$ cat src/rtl/cordic_pkg.sv
// Shared types and constants for the CORDIC processor control path.
// Provides the sequencer state enum, PC/index widths and typedefs, and a
// modulo PC increment helper used by the next-PC logic.
package cordic_pkg;

   localparam int unsigned PC_W  = 9;
   localparam int unsigned IDX_W = 4;
   localparam int unsigned CNT_W = 16;

   typedef logic [PC_W-1:0]  pc_t;
   typedef logic [IDX_W-1:0] idx_t;
   typedef logic [CNT_W-1:0] cnt_t;

   typedef enum logic [1:0] {
      ST_IDLE = 2'd0,
      ST_RUN  = 2'd1,
      ST_DONE = 2'd2
   } seq_state_t;

   // PC + 1, wrapping modulo 2^PC_W without a carry out
   function automatic pc_t pc_inc(input pc_t pc);
      return pc + pc_t'(1);
   endfunction

   // Saturating run-cycle counter increment
   function automatic cnt_t cnt_sat_inc(input cnt_t cnt);
      return (cnt == '1) ? cnt : cnt + cnt_t'(1);
   endfunction

endpackage

$ cat src/rtl/pc_next.sv
// Combinational next-PC select and jump-index range check.
// Optional feature macro: PC_SEQ_LINK_REG_EN (adds call/return selection).
// Ports:
//   i_pc        current PC
//   i_halt      hold the PC
//   i_jump_en   unconditional jump
//   i_branch_en taken conditional branch
//   i_index     jump-index field
//   i_target    LUT target for i_index
//   i_call/i_ret/i_link (macro only) call, return, current link value
//   o_link_we   (macro only) load link with PC+1
//   o_next_pc   selected next PC
//   o_bad_index taken jump/call with an out-of-range index
module pc_next
   import cordic_pkg::*;
#(
   parameter int unsigned NUM_ENTRIES = 13
) (
   input  pc_t  i_pc,
   input  logic i_halt,
   input  logic i_jump_en,
   input  logic i_branch_en,
   input  idx_t i_index,
   input  pc_t  i_target,
`ifdef PC_SEQ_LINK_REG_EN
   input  logic i_call,
   input  logic i_ret,
   input  pc_t  i_link,
   output logic o_link_we,
`endif
   output pc_t  o_next_pc,
   output logic o_bad_index
);

   logic w_idx_ok;
   pc_t  w_pc_inc;

   assign w_idx_ok = (32'(i_index) < NUM_ENTRIES);
   assign w_pc_inc = pc_inc(i_pc);

   // Priority: halt > ret > call > jump/branch > increment
   always_comb begin
      o_next_pc   = w_pc_inc;
      o_bad_index = 1'b0;
`ifdef PC_SEQ_LINK_REG_EN
      o_link_we   = 1'b0;
`endif
      if (i_halt) begin
         o_next_pc = i_pc;
`ifdef PC_SEQ_LINK_REG_EN
      end else if (i_ret) begin
         o_next_pc = i_link;
      end else if (i_call) begin
         o_link_we = 1'b1;
         if (w_idx_ok) begin
            o_next_pc = i_target;
         end else begin
            o_bad_index = 1'b1;
         end
`endif
      end else if (i_jump_en || i_branch_en) begin
         if (w_idx_ok) begin
            o_next_pc = i_target;
         end else begin
            o_bad_index = 1'b1;
         end
      end
   end

endmodule

$ cat src/rtl/pc_sequencer.sv
// Program-counter sequencer: requesting side of the jump-target LUT.
// Holds the PC, passes the jump index to the LUT, selects the next PC,
// and counts RUN cycles. The LUT itself lives beside this block.
// Optional feature macro: PC_SEQ_LINK_REG_EN (one-deep call/return link).
// Ports:
//   Clk, Reset_n        clock, async active-low reset
//   Start               begin a run (ignored while running)
//   Halt/JumpEn/BranchEn/Index  decoded control for the current PC
//   Target              LUT result for LutIndex
//   Call/Ret            (macro only) call and return
//   LutIndex            combinational copy of Index
//   PC                  current program counter
//   Busy/Done           registered RUN / DONE state flags
//   BadIndex            one-cycle pulse after a taken jump with bad index
//   CycleCount          saturating RUN-cycle count
module pc_sequencer
   import cordic_pkg::*;
#(
   parameter int unsigned NUM_ENTRIES = 13,
   parameter pc_t         START_PC    = '0
) (
   input  logic Clk,
   input  logic Reset_n,
   input  logic Start,
   input  logic Halt,
   input  logic JumpEn,
   input  logic BranchEn,
   input  idx_t Index,
   input  pc_t  Target,
`ifdef PC_SEQ_LINK_REG_EN
   input  logic Call,
   input  logic Ret,
`endif
   output idx_t LutIndex,
   output pc_t  PC,
   output logic Busy,
   output logic Done,
   output logic BadIndex,
   output cnt_t CycleCount
);

   seq_state_t r_state;
   seq_state_t w_state_nxt;

   pc_t  r_pc;
   cnt_t r_cnt;
   logic r_busy;
   logic r_done;
   logic r_bad;

   pc_t  w_pc_nxt;
   cnt_t w_cnt_nxt;
   logic w_busy_nxt;
   logic w_done_nxt;
   logic w_bad_nxt;

   pc_t  w_sel_pc;
   logic w_sel_bad;

`ifdef PC_SEQ_LINK_REG_EN
   pc_t  r_link;
   pc_t  w_link_nxt;
   logic w_link_we;
`endif

   assign LutIndex = Index;

   pc_next #(
      .NUM_ENTRIES (NUM_ENTRIES)
   ) u_pc_next (
      .i_pc        (r_pc),
      .i_halt      (Halt),
      .i_jump_en   (JumpEn),
      .i_branch_en (BranchEn),
      .i_index     (Index),
      .i_target    (Target),
`ifdef PC_SEQ_LINK_REG_EN
      .i_call      (Call),
      .i_ret       (Ret),
      .i_link      (r_link),
      .o_link_we   (w_link_we),
`endif
      .o_next_pc   (w_sel_pc),
      .o_bad_index (w_sel_bad)
   );

   // State register
   always_ff @(posedge Clk or negedge Reset_n) begin
      if (!Reset_n) begin
         r_state <= ST_IDLE;
      end else begin
         r_state <= w_state_nxt;
      end
   end

   // Next-state logic
   always_comb begin
      w_state_nxt = r_state;
      case (r_state)
         ST_IDLE: if (Start) w_state_nxt = ST_RUN;
         ST_RUN:  if (Halt)  w_state_nxt = ST_DONE;
         ST_DONE: if (Start) w_state_nxt = ST_RUN;
         default:            w_state_nxt = ST_IDLE;
      endcase
   end

   // Datapath and flag next values
   always_comb begin
      w_pc_nxt   = r_pc;
      w_cnt_nxt  = r_cnt;
      w_bad_nxt  = 1'b0;
      w_busy_nxt = (w_state_nxt == ST_RUN);
      w_done_nxt = (w_state_nxt == ST_DONE);
`ifdef PC_SEQ_LINK_REG_EN
      w_link_nxt = r_link;
`endif
      case (r_state)
         ST_IDLE, ST_DONE: begin
            if (Start) begin
               w_pc_nxt  = START_PC;
               w_cnt_nxt = '0;
            end
         end
         ST_RUN: begin
            w_pc_nxt  = w_sel_pc;
            w_bad_nxt = w_sel_bad;
            w_cnt_nxt = cnt_sat_inc(r_cnt);
`ifdef PC_SEQ_LINK_REG_EN
            if (w_link_we) w_link_nxt = pc_inc(r_pc);
`endif
         end
         default: begin
            w_pc_nxt = r_pc;
         end
      endcase
   end

   // Output and datapath registers
   always_ff @(posedge Clk or negedge Reset_n) begin
      if (!Reset_n) begin
         r_pc   <= '0;
         r_cnt  <= '0;
         r_busy <= 1'b0;
         r_done <= 1'b0;
         r_bad  <= 1'b0;
      end else begin
         r_pc   <= w_pc_nxt;
         r_cnt  <= w_cnt_nxt;
         r_busy <= w_busy_nxt;
         r_done <= w_done_nxt;
         r_bad  <= w_bad_nxt;
      end
   end

`ifdef PC_SEQ_LINK_REG_EN
   // One-deep return-address register
   always_ff @(posedge Clk or negedge Reset_n) begin
      if (!Reset_n) begin
         r_link <= '0;
      end else begin
         r_link <= w_link_nxt;
      end
   end
`endif

   assign PC         = r_pc;
   assign CycleCount = r_cnt;
   assign Busy       = r_busy;
   assign Done       = r_done;
   assign BadIndex   = r_bad;

endmodule

$ cat config.mk
export PLATFORM = sky130hd
export DESIGN_NAME = pc_sequencer
export DESIGN_NICKNAME = d
export VERILOG_FILES = /design/src/rtl/cordic_pkg.sv /design/src/rtl/pc_next.sv /design/src/rtl/pc_sequencer.sv
export SDC_FILE = /design/constraint.sdc
export NUM_CORES = 1
export LEC_CHECK = 0
export BUFFER_PORTS_ARGS = -buffer_cell sky130_fd_sc_hd__buf_4
export CAP_MARGIN = 20
export CORE_ASPECT_RATIO = 0.6
export CORE_MARGIN = 10
export CORE_UTILIZATION = 55
export CTS_CLUSTER_DIAMETER = 80
export DETAILED_ROUTE_END_ITERATION = 8
export GPL_TIMING_DRIVEN = 0
export HOLD_SLACK_MARGIN = 0.12
export MAX_ROUTING_LAYER = met4
export PLACE_DENSITY = 0.83
export SLEW_MARGIN = 40
export SYNTH_ARGS = -nofsm -noshare
export SYNTH_HDL_FRONTEND = slang
export SYNTH_SLANG_ARGS = --single-unit
$ cat constraint.sdc
create_clock -name Clk -period 3.85 [get_ports Clk]
set_clock_uncertainty 0.1 [all_clocks]
set_input_delay 0.1925 -clock Clk [delete_from_list [all_inputs] [get_ports Clk]]
set_output_delay 0.1925 -clock Clk [all_outputs]
set_load 0.01 [all_outputs]
# Word level (Yosys, flattened, before mapping)
# Cells that the tools add are included.
# totals
ff_bits,30
out_inout_bits,32
# classes
n_eq_ne,8
n_lt_le_gt_ge,1
reduce_logical,6
muxes,15
addsub,2
# ops
op,count
2-to-1 mux 9 bit,4
2-to-1 mux 16 bit,2
one-hot mux 16 bit (2 select lines),1
one-hot mux 9 bit (2 select lines),1
adder 16 x 1 -> 16 bit (second input constant),1
equality test 16 bit (second input constant),1
adder 9 x 1 -> 9 bit (second input constant),1
AND reduction 3 bit,2
equality test 2 x 1 -> 1 bit (second input constant),2
equality test 2 bit (second input constant),2
less-than comparator 4 bit (second input constant),1
2-to-1 mux 1 bit,4
2-to-1 mux 2 bit,2
!= test 2 bit (second input constant),2
one-hot mux 2 bit (2 select lines),1
logical NOT 2 bit,1
!= test 2 x 1 -> 1 bit (second input constant),1
nonzero test 2 bit,1
OR reduction 2 bit,1
logical OR 1 bit,1

# Longest topological paths before layout
# depth
ltp_word,5
ltp_mapped,6

# Hierarchy
# A second synthesis with hierarchy kept.
# unflattened
hier_cells,190
area_unflattened_um2,1810.5
# by_module_without_submodules
module,seq_area_each_um2,area_per_inst_um2,cells_each,n_inst
pc_sequencer,750.7,1435.1,137,1
pc_next,0.0,375.4,53,1

# Least setup slack after synthesis
# Ideal clock, no wire load.
# synth_path
path_type,register to register
startpoint,"register r_cnt[5], in the netlist CycleCount[5]"
endpoint,"register r_cnt[1], in the netlist CycleCount[1]"
arrival_time_ns,1.610
slack_ns,2.016
path_stages_with_launch,5
synth_period_minus_slack_ns,1.834
path_buffers,0
setup_time_ns,0.124
path_cell_list,dfrtp_1 nand4_2 or4_4 and3_4 a211o_1
# synth_between
elab_chain_cells,3
# synth_lines
item,line,text
"start, declared",pc_sequencer.sv:46,cnt_t r_cnt;
"start signal, assigned",pc_sequencer.sv:148,r_cnt <= w_cnt_nxt;
equality test 16 bit,cordic_pkg.sv:27,return (cnt == '1) ? cnt : cnt + cnt_t'(1);
!= test 2 bit (no source line),--,
AND reduction 3 bit (no source line),--,
# Every way passes these cells.
# A chain may end at the register's enable or synchronous reset.

# Worst setup path after layout
# Same ends and word-level chain as after synthesis.

==> results.json <==
{
  "rsz0062_at_grt": "no",
  "maxSlewHeadroom": 0.635,
  "grt.overflow.total": 0,
  "ios": 51,
  "max_freq_ghz": 0.511,
  "clk_pin_slew_worst_paths_ns": 0.06,
  "num_antenna_cells": 0,
  "synthesis.area_um2": 1680,
  "hold_class": "input port to flip-flop",
  "die_area_um2": 5730,
  "start_util": 0.580,
  "cap_violations": 0,
  "worst_r2r_path_depth": 4,
  "final_antenna_net_count": 0,
  "cp.arrival_ns": 2.03,
  "dp_slack_ns": 1.79,
  "synth.net_count": 198,
  "hold_depth": 3,
  "synthToLayoutAreaGrowth_pct": 36.1,
  "first_iter_violations": 194,
  "post_drt_via_cell_ratio": 6.10,
  "finalPower_w": 0.000950,
  "wirelength_um": 5020,
  "cts_buffers": 5,
  "synth_cell_types": 46,
  "grt_max_degree": 31,
  "cts_max_path_buffers": 2,
  "cts-htree-levels": 2,
  "dr_total_vias": 1738,
  "synth-edff-count": 0,
  "io_buffers": 50,
  "dp_hpwl_um": 3650,
  "finalSetupTns_ns": 0,
  "hold_path_end": "Done",
  "drv_slew": 0,
  "clock-sinks": 30,
  "post-cts-setup-buffer-count": 0,
  "synthesis.instances": 177,
  "rr_startpoint": "CycleCount[5]",
  "layout_min_cycle_time_ns": 1.96,
  "cp.required_ns": 3.92,
  "place_congestion": 0.855,
  "final_cell_mix": "buf_4 (54), dfrtp_1 (30), o21ai_0 (12), a21oi_1 (12)",
  "busiest_layer": "met2",
  "r2r_end": "CycleCount[1]",
  "hold_viol": 0,
  "dr.pass1.iters": 4,
  "synth_top_flop_cell": "dfrtp_1",
  "power_leakage_nw": 1.04,
  "grt_util_met1": 0.235,
  "grt_pass1_wl_um": 8340,
  "die_h_um": 62.8,
  "setup_ws_ns": 1.89,
  "cp-start-kind": "flip-flop",
  "p_per_area_nw_per_um2": 417,
  "grt_pass1_vias": 1676,
  "post-route-drc-count": 0,
  "r2r_slack_ns": 1.89,
  "yosys_warnings": 0,
  "synth-seq-cells": 30,
  "crit_path_max_fanout": 8,
  "use_met3": 0.0552,
  "clock_latency_ns": 0.29,
  "ctsRootBufferMaster": "clkbuf_8",
  "drive_gt1_frac": 0.292,
  "async_flop_share": 1.00,
  "cts_resized": 0,
  "max_slew.worst_pin.slew_ns": 0.544,
  "wl_per_cell_um": 17.6,
  "outcome": "finished, final reports clean",
  "antenna_found_initial": 0,
  "cts_tree": "done",
  "setup_viol_count_final": 0,
  "grtUsageTotal": 0.184,
  "fin_crit_sh": 0.509,
  "endpoint_kind": "flip-flop",
  "rows": 15,
  "setup.worst_path.class": "flip-flop to flip-flop",
  "whs_ns": 0.135,
  "met2_usage": 0.266,
  "ir_worst_vdd_mv": 0.374,
  "final_net_count": 263,
  "syn_avg_cell_area_um2": 9.47,
  "final_common_cell": "buf_4",
  "cts_hold_buffers": 8,
  "fin_util": 0.789,
  "hold_start": "Start",
  "floorplan.core_area_um2": 2890,
  "die_w_um": 91.3,
  "seq_area_frac_synth": 0.448
}
-- worst max-delay path by stage --
stage | from | to | slack, ns | cells past startpoint
2_1_floorplan | CycleCount[5] | CycleCount[1] | 2.02 | 4
3_3_place_gp | r_state[0] | PC[6] | 1.81 | 5
3_5_place_dp | r_state[0] | PC[6] | 1.79 | 5
4_1_cts | Halt | PC[6] | 1.68 | 7
5_1_grt | Halt | PC[2] | 1.74 | 7
6_report | CycleCount[5] | CycleCount[1] | 1.89 | 4
-- registers in the layout, indices dropped and copies added (netlist names) --
register / count
PC: 9
Done: 1
BadIndex: 1
r_state: 2
CycleCount: 16
Busy: 1
-- cell families after synthesis --
group,count (synthesis),share of synthesized area
simple gates,73,0.264
compound gates,52,0.202
flops,30,0.448
buf+inv,16,0.0463
mux,4,0.0239
fa+ha+maj,2,0.0149
-- cells in the mapped netlist (2+ instances only) --
master     number  share of area
nand4_1         6          0.022
mux2i_1         4          0.024
inv_1           7          0.016
o21ai_0        12          0.036
a32oi_1         2          0.010
buf_4           4          0.018
nand3_1        11          0.033
nor2b_1         4          0.015
and3_1          4          0.015
a21oi_1        12          0.036
o2bb2ai_1       3          0.016
buf_2           2         0.0060
or3_1           2         0.0075
nor2_1          8          0.018
clkbuf_1        3         0.0067
o211ai_1        4          0.018
or4_1           8          0.036
o22ai_1         2         0.0075
dfrtp_1        30           0.45
nand2b_1        2         0.0075
a31oi_1         3          0.011
nand2_1        11          0.025
nor3b_1         3          0.013
o31ai_1         6          0.027
a22oi_1         2         0.0090
ha_1            2          0.015
-- critical path: stages (launching register included) --
cell     delay (ns)
dfrtp_1        0.49
nand4_2        0.19
or4_4          0.60
and3_4         0.20
a211o_1        0.26
-- area by class of cell --
class                   instances  area (um2)
clock inverters                 1        5.00
repair buffers                 58         455
plain buffers                   9        51.3
fillers                       198         611
inverters                       7        26.3
flip-flops and latches         30         751
multi-input cells             131         852
clock buffers                   7        86.3
well taps                      42        52.6
-- stage by stage --
stage          cells  cell area, um2
2_1_floorplan    177            1680
3_3_place_gp     269            2100
3_5_place_dp     269            2100
4_1_cts          285            2270
5_1_grt          285            2280
6_report         285            2280
-- metal layers --
| metal | share of wire | wire [um] |
|---|---|---|
| met5 | 0 | 0 |
| met4 | 0.016 | 78 |
| met2 | 0.45 | 2280 |
| met3 | 0.084 | 420 |
| met1 | 0.45 | 2240 |
-- report_power, final --
group	switching, W	internal, W	total (W)
sequential	0.0000558	0.000359	0.000415
clock	0.000122	0.000144	0.000266
combinational	0.000137	0.000132	0.000269
total	0.000315	0.000635	0.000950
Note: power is estimated with default switching activity, not from simulation.
